File: src/rtl/pipe_stage_register.sv
// Pipeline stage register with a valid/ready handshake, bubble-injecting flush and sync reset.
// Define PIPE_STAGE_SKID_EN to add a skid entry so that in_ready becomes a register.
module pipe_stage_register #(
   parameter int DATA_W = 128,
   parameter int CTRL_W = 8
) (
   input  logic              clk,
   input  logic              rst,
   input  logic              flush,
   input  logic              in_valid,
   output logic              in_ready,
   input  logic [CTRL_W-1:0] in_ctrl,
   input  logic [DATA_W-1:0] in_data,
   output logic              out_valid,
   input  logic              out_ready,
   output logic [CTRL_W-1:0] out_ctrl,
   output logic [DATA_W-1:0] out_data
);

   typedef enum logic [1:0] {
      EMPTY = 2'd0,
      FULL  = 2'd1,
      SKID  = 2'd2
   } state_e;

   state_e            state_q;
   logic [CTRL_W-1:0] main_ctrl_q;
   logic [DATA_W-1:0] main_data_q;
   logic              in_xfer;
   logic              out_xfer;

   // Gating out_ctrl turns any empty or flushed cycle into a bubble downstream.
   assign out_valid = (state_q != EMPTY);
   assign out_ctrl  = out_valid ? main_ctrl_q : '0;
   assign out_data  = main_data_q;
   assign in_xfer   = in_valid & in_ready;
   assign out_xfer  = out_valid & out_ready;

`ifdef PIPE_STAGE_SKID_EN
   logic              ready_q;
   logic [CTRL_W-1:0] skid_ctrl_q;
   logic [DATA_W-1:0] skid_data_q;

   assign in_ready = ready_q;

   // NOTE: state is updated with non-blocking assignments only, so every branch
   // below reads the values from before this edge regardless of statement order.
   always_ff @(posedge clk) begin
      if (rst) begin
         state_q     <= EMPTY;
         ready_q     <= 1'b1;
         main_ctrl_q <= '0;
         main_data_q <= '0;
         skid_ctrl_q <= '0;
         skid_data_q <= '0;
      end else if (flush) begin
         state_q <= EMPTY;
         ready_q <= 1'b1;
      end else begin
         unique case (state_q)
            EMPTY: begin
               if (in_xfer) begin
                  main_ctrl_q <= in_ctrl;
                  main_data_q <= in_data;
                  state_q     <= FULL;
               end
            end
            FULL: begin
               if (in_xfer && out_xfer) begin
                  main_ctrl_q <= in_ctrl;
                  main_data_q <= in_data;
               end else if (out_xfer) begin
                  state_q <= EMPTY;
               end else if (in_xfer) begin
                  skid_ctrl_q <= in_ctrl;
                  skid_data_q <= in_data;
                  state_q     <= SKID;
                  ready_q     <= 1'b0;
               end
            end
            SKID: begin
               if (out_xfer) begin
                  main_ctrl_q <= skid_ctrl_q;
                  main_data_q <= skid_data_q;
                  state_q     <= FULL;
                  ready_q     <= 1'b1;
               end
            end
            default: begin
               state_q <= EMPTY;
               ready_q <= 1'b1;
            end
         endcase
      end
   end
`else
   // Without a skid entry, a full stage may only accept when its beat leaves this cycle.
   assign in_ready = ~out_valid | out_ready;

   always_ff @(posedge clk) begin
      if (rst) begin
         state_q     <= EMPTY;
         main_ctrl_q <= '0;
         main_data_q <= '0;
      end else if (flush) begin
         state_q <= EMPTY;
      end else begin
         unique case (state_q)
            EMPTY: begin
               if (in_xfer) begin
                  main_ctrl_q <= in_ctrl;
                  main_data_q <= in_data;
                  state_q     <= FULL;
               end
            end
            FULL: begin
               if (in_xfer) begin
                  main_ctrl_q <= in_ctrl;
                  main_data_q <= in_data;
               end else if (out_xfer) begin
                  state_q <= EMPTY;
               end
            end
            default: state_q <= EMPTY;
         endcase
      end
   end
`endif

endmodule

File: config.mk
export PLATFORM = sky130hd
export DESIGN_NAME = pipe_stage_register
export DESIGN_NICKNAME = d
export VERILOG_FILES = /design/src/rtl/pipe_stage_register.sv
export SDC_FILE = /design/constraint.sdc
export NUM_CORES = 1
export LEC_CHECK = 0
export CAP_MARGIN = 20
export CORE_MARGIN = 8
export CORE_UTILIZATION = 55
export DETAILED_ROUTE_END_ITERATION = 8
export DONT_BUFFER_PORTS = 1
export GPL_TIMING_DRIVEN = 0
export HOLD_SLACK_MARGIN = 0.1
export PLACE_DENSITY = 0.73
export RECOVER_POWER = 25
export SYNTH_ARGS = -nofsm -noshare
export SYNTH_HDL_FRONTEND = slang
export SYNTH_SLANG_ARGS = --single-unit
File: constraint.sdc
create_clock -name clk -period 1.3 [get_ports clk]
set_input_delay 0.195 -clock clk [delete_from_list [all_inputs] [get_ports clk]]
set_output_delay 0.195 -clock clk [all_outputs]
set_load 0.05 [all_outputs]
==> metrics.yaml <==
run_status:
  violations: "hold timing, setup timing"
  status: "complete, but fails checks"
timing:
  rsz0062_at_grt: "yes"
  fin_skew_ps: 7.74
  finalHoldViolations: 1
  fin_setup_tns_ps: -31180
  fmax_mhz: 602
  setup_viol: 145
  whs_ps: -79.1
  max-slew-margin-rel_pct: 60.6
  setup_ws_ps: -361
  worst_pin_slew_ps: 591
  final.period_utilization_pct: 128
  slew_violations: 0
  finalCriticalPeriod_ps: 1660
critical_path:
  max_stage_delay_ps: 490
  critPathKind: "reg2out"
  r2r_start: "state_q[0]"
  startpoint: "state_q[0]"
  crit_arrival_ps: 1470
  r2r_slack_ps: -290
  crit_slowest_cell: "dfxtp_4"
  r2r_end: "out_data[44]"
  crit_required_ps: 1110
  crit_chain: "nor2b_4 > inv_1"
  r2r_cells: 6
  setup.worst_path.end_class: "primary output"
  critPathTopFamily: "flip-flops"
  start_kind: "register"
  path_buf_inv: 1
  path_max_fanout: 7
yosys:
  synth_cell_types: 13
  synthTopCellsByArea: "dfxtp_1, nand2b_1, mux2i_1"
  ys_seq_area_share_pct: 44.6
  synth-seq-cells: 137
  synthCells: 603
  ys.flop_type: "dfxtp_1"
  syn_area_per_cell_um2: 10.2
  synthTopCellsByCount: "nand2b_1, dfxtp_1, mux2i_1"
  synth_top_area_share_pct: 44.6
  synthArstFlopShare_pct: 0
  syn_nets: 744
  syn_area_mm2: 0.00614
  synth_largest_area_cell: "dfxtp_1"
  synth_edf_count: 0
  yosys_warnings: 0
  yosysMostFrequentCell: "nand2b_1"
floorplanning:
  row_count: 38
  io_pins: 279
  die_h_um: 122
  dieArea_mm2: 0.0148
  coreArea_mm2: 0.0109
  start_util_pct: 56.4
  die_w_um: 122
route:
  num_vias: 5066
  detail_route.wl_per_cell_um: 22.3
  viasPerCell: 5.41
  ant_nets: 0
  routed_wl_um: 20800
  drc: 0
  first_pass_iters: 4
  first_iter_violations: 244
worst_hold_path:
  hp-class: "in2reg"
  hold_end: "state_q[0]"
  min_path_cells: 3
  hold_start: "out_ready"
grt:
  grt_pass1_wl_um: 31100
  track_usage_pct: 26.8
  overflow: 0
  grt_pass1_vias: 5650
  antenna_found_initial: 1
  grt_max_degree: 17
clock_tree:
  clockBufferDepth: 2
  cts_max_level: 4
  clock_latency_ps: 510
  cts_sinks: 137
  cts-buffers-inserted: 17
  cts_tree: "yes"
  cts.clk_slew.worst_paths_ps: 60
  cts_root_buffer: "clkbuf_8"
  cts_hold_buf: 138
power_and_ir_drop:
  vdd_drop_max_uv: 1170
  p_leak_nw: 3.49
  powerDensity_mw_per_mm2: 1300
place:
  dpl.hpwl_um: 12700
  io_buffer_count: 0
  dp.cells: 743
  gp_congestion: 0.772
final_layout:
  utilization_pct: 84.4
  layout-drive-gt1-share_pct: 27.8
  fin_nets: 922
  layout.cells.non_filler: 936
  syn_to_final_growth_pct: 49.5
  fill_cells: 554
run:
  drv_cap: 0
## metrics by stage
stage               area [µm²]  setup WS, ps  total power [mW]
floorplan                 6170         -76.2              6.00
global placement          6350          -239              6.17
detailed placement        6350          -329              6.22
CTS                       9120          -383              11.9
global route              9180          -398              12.3
finish                    9190          -361              11.9
## cells in the final DEF (no fill, tap or decap), drive strengths merged
cell type,netlist,final
and2,8,8
buf,16,32
bufinv,0,4
clkbuf,29,54
clkinv,0,5
clkinvlp,0,3
dfxtp,137,137
diode,0,2
dlygate4sd3,0,138
inv,1,1
mux2i,136,136
nand2b,272,272
nor2,1,1
nor2b,1,1
nor3,1,1
nor3b,1,1
## per-layer routing
metal,wire length (µm),track usage [%]
met1,7070,25.7
met2,11000,48.8
met3,2040,10.6
met4,739,13.6
met5,0,0
## power breakdown
part	internal [mW]	total (mW)	switching [mW]
logic	0.886	1.46	0.578
clock network	3.26	5.08	1.82
registers	4.47	5.37	0.905
total	8.61	11.9	3.30
## worst register-to-register path, cell delays in order, from the launching register on
cell and delay, ps:
dfxtp_4 420, nor2b_4 170, nor3b_2 180, buf_6 190
buf_12 180, buf_12 140, mux2i_2 230
## sequential cells by signal, summed over array words and instances, names as in the netlist
register and cells:
main_ctrl_q 8, state_q 1, out_data 128
## cell type report
type	count	area [µm²]	area share [%]
plain buffers	45	405	4.41
inverters	1	3.75	0.0409
flip-flops and latches	137	2910	31.6
diodes	2	5.00	0.0545
multi-input cells	420	3270	35.6
clock buffers	20	455	4.96
well taps	140	175	1.91
clock inverters	12	171	1.87
repair buffers	159	1800	19.6
## kinds of logic (layout without fill, tap and decap cells)
| group | count (synthesis) | after routing | share of synthesized area, % |
|---|---|---|---|
| mux | 136 | 136 | 22.2 |
| flops | 137 | 137 | 44.6 |
| buf+inv | 46 | 237 | 4.11 |
| other cells | 0 | 2 | 0 |
| simple gates | 284 | 284 | 29.1 |
## worst max path at each step
stage                     cells past startpoint  slack, ps             to
after floorplan                               6        -80  out_data[100]
after global placement                        5       -240   out_data[46]
after detailed placement                      5       -330   out_data[44]
after CTS                                     2       -380    out_ctrl[0]
after global routing                          2       -400       in_ready
final                                         2       -360       in_ready
## timing repair
action                     CTS  global route
setup endpoints to repair  273           145
pin swaps                    1             1
hold endpoints to repair   137             1
cloned                       9             5
gates resized for setup    187            24
buffers inserted            13             2
(Power assumes the default switching activity.)
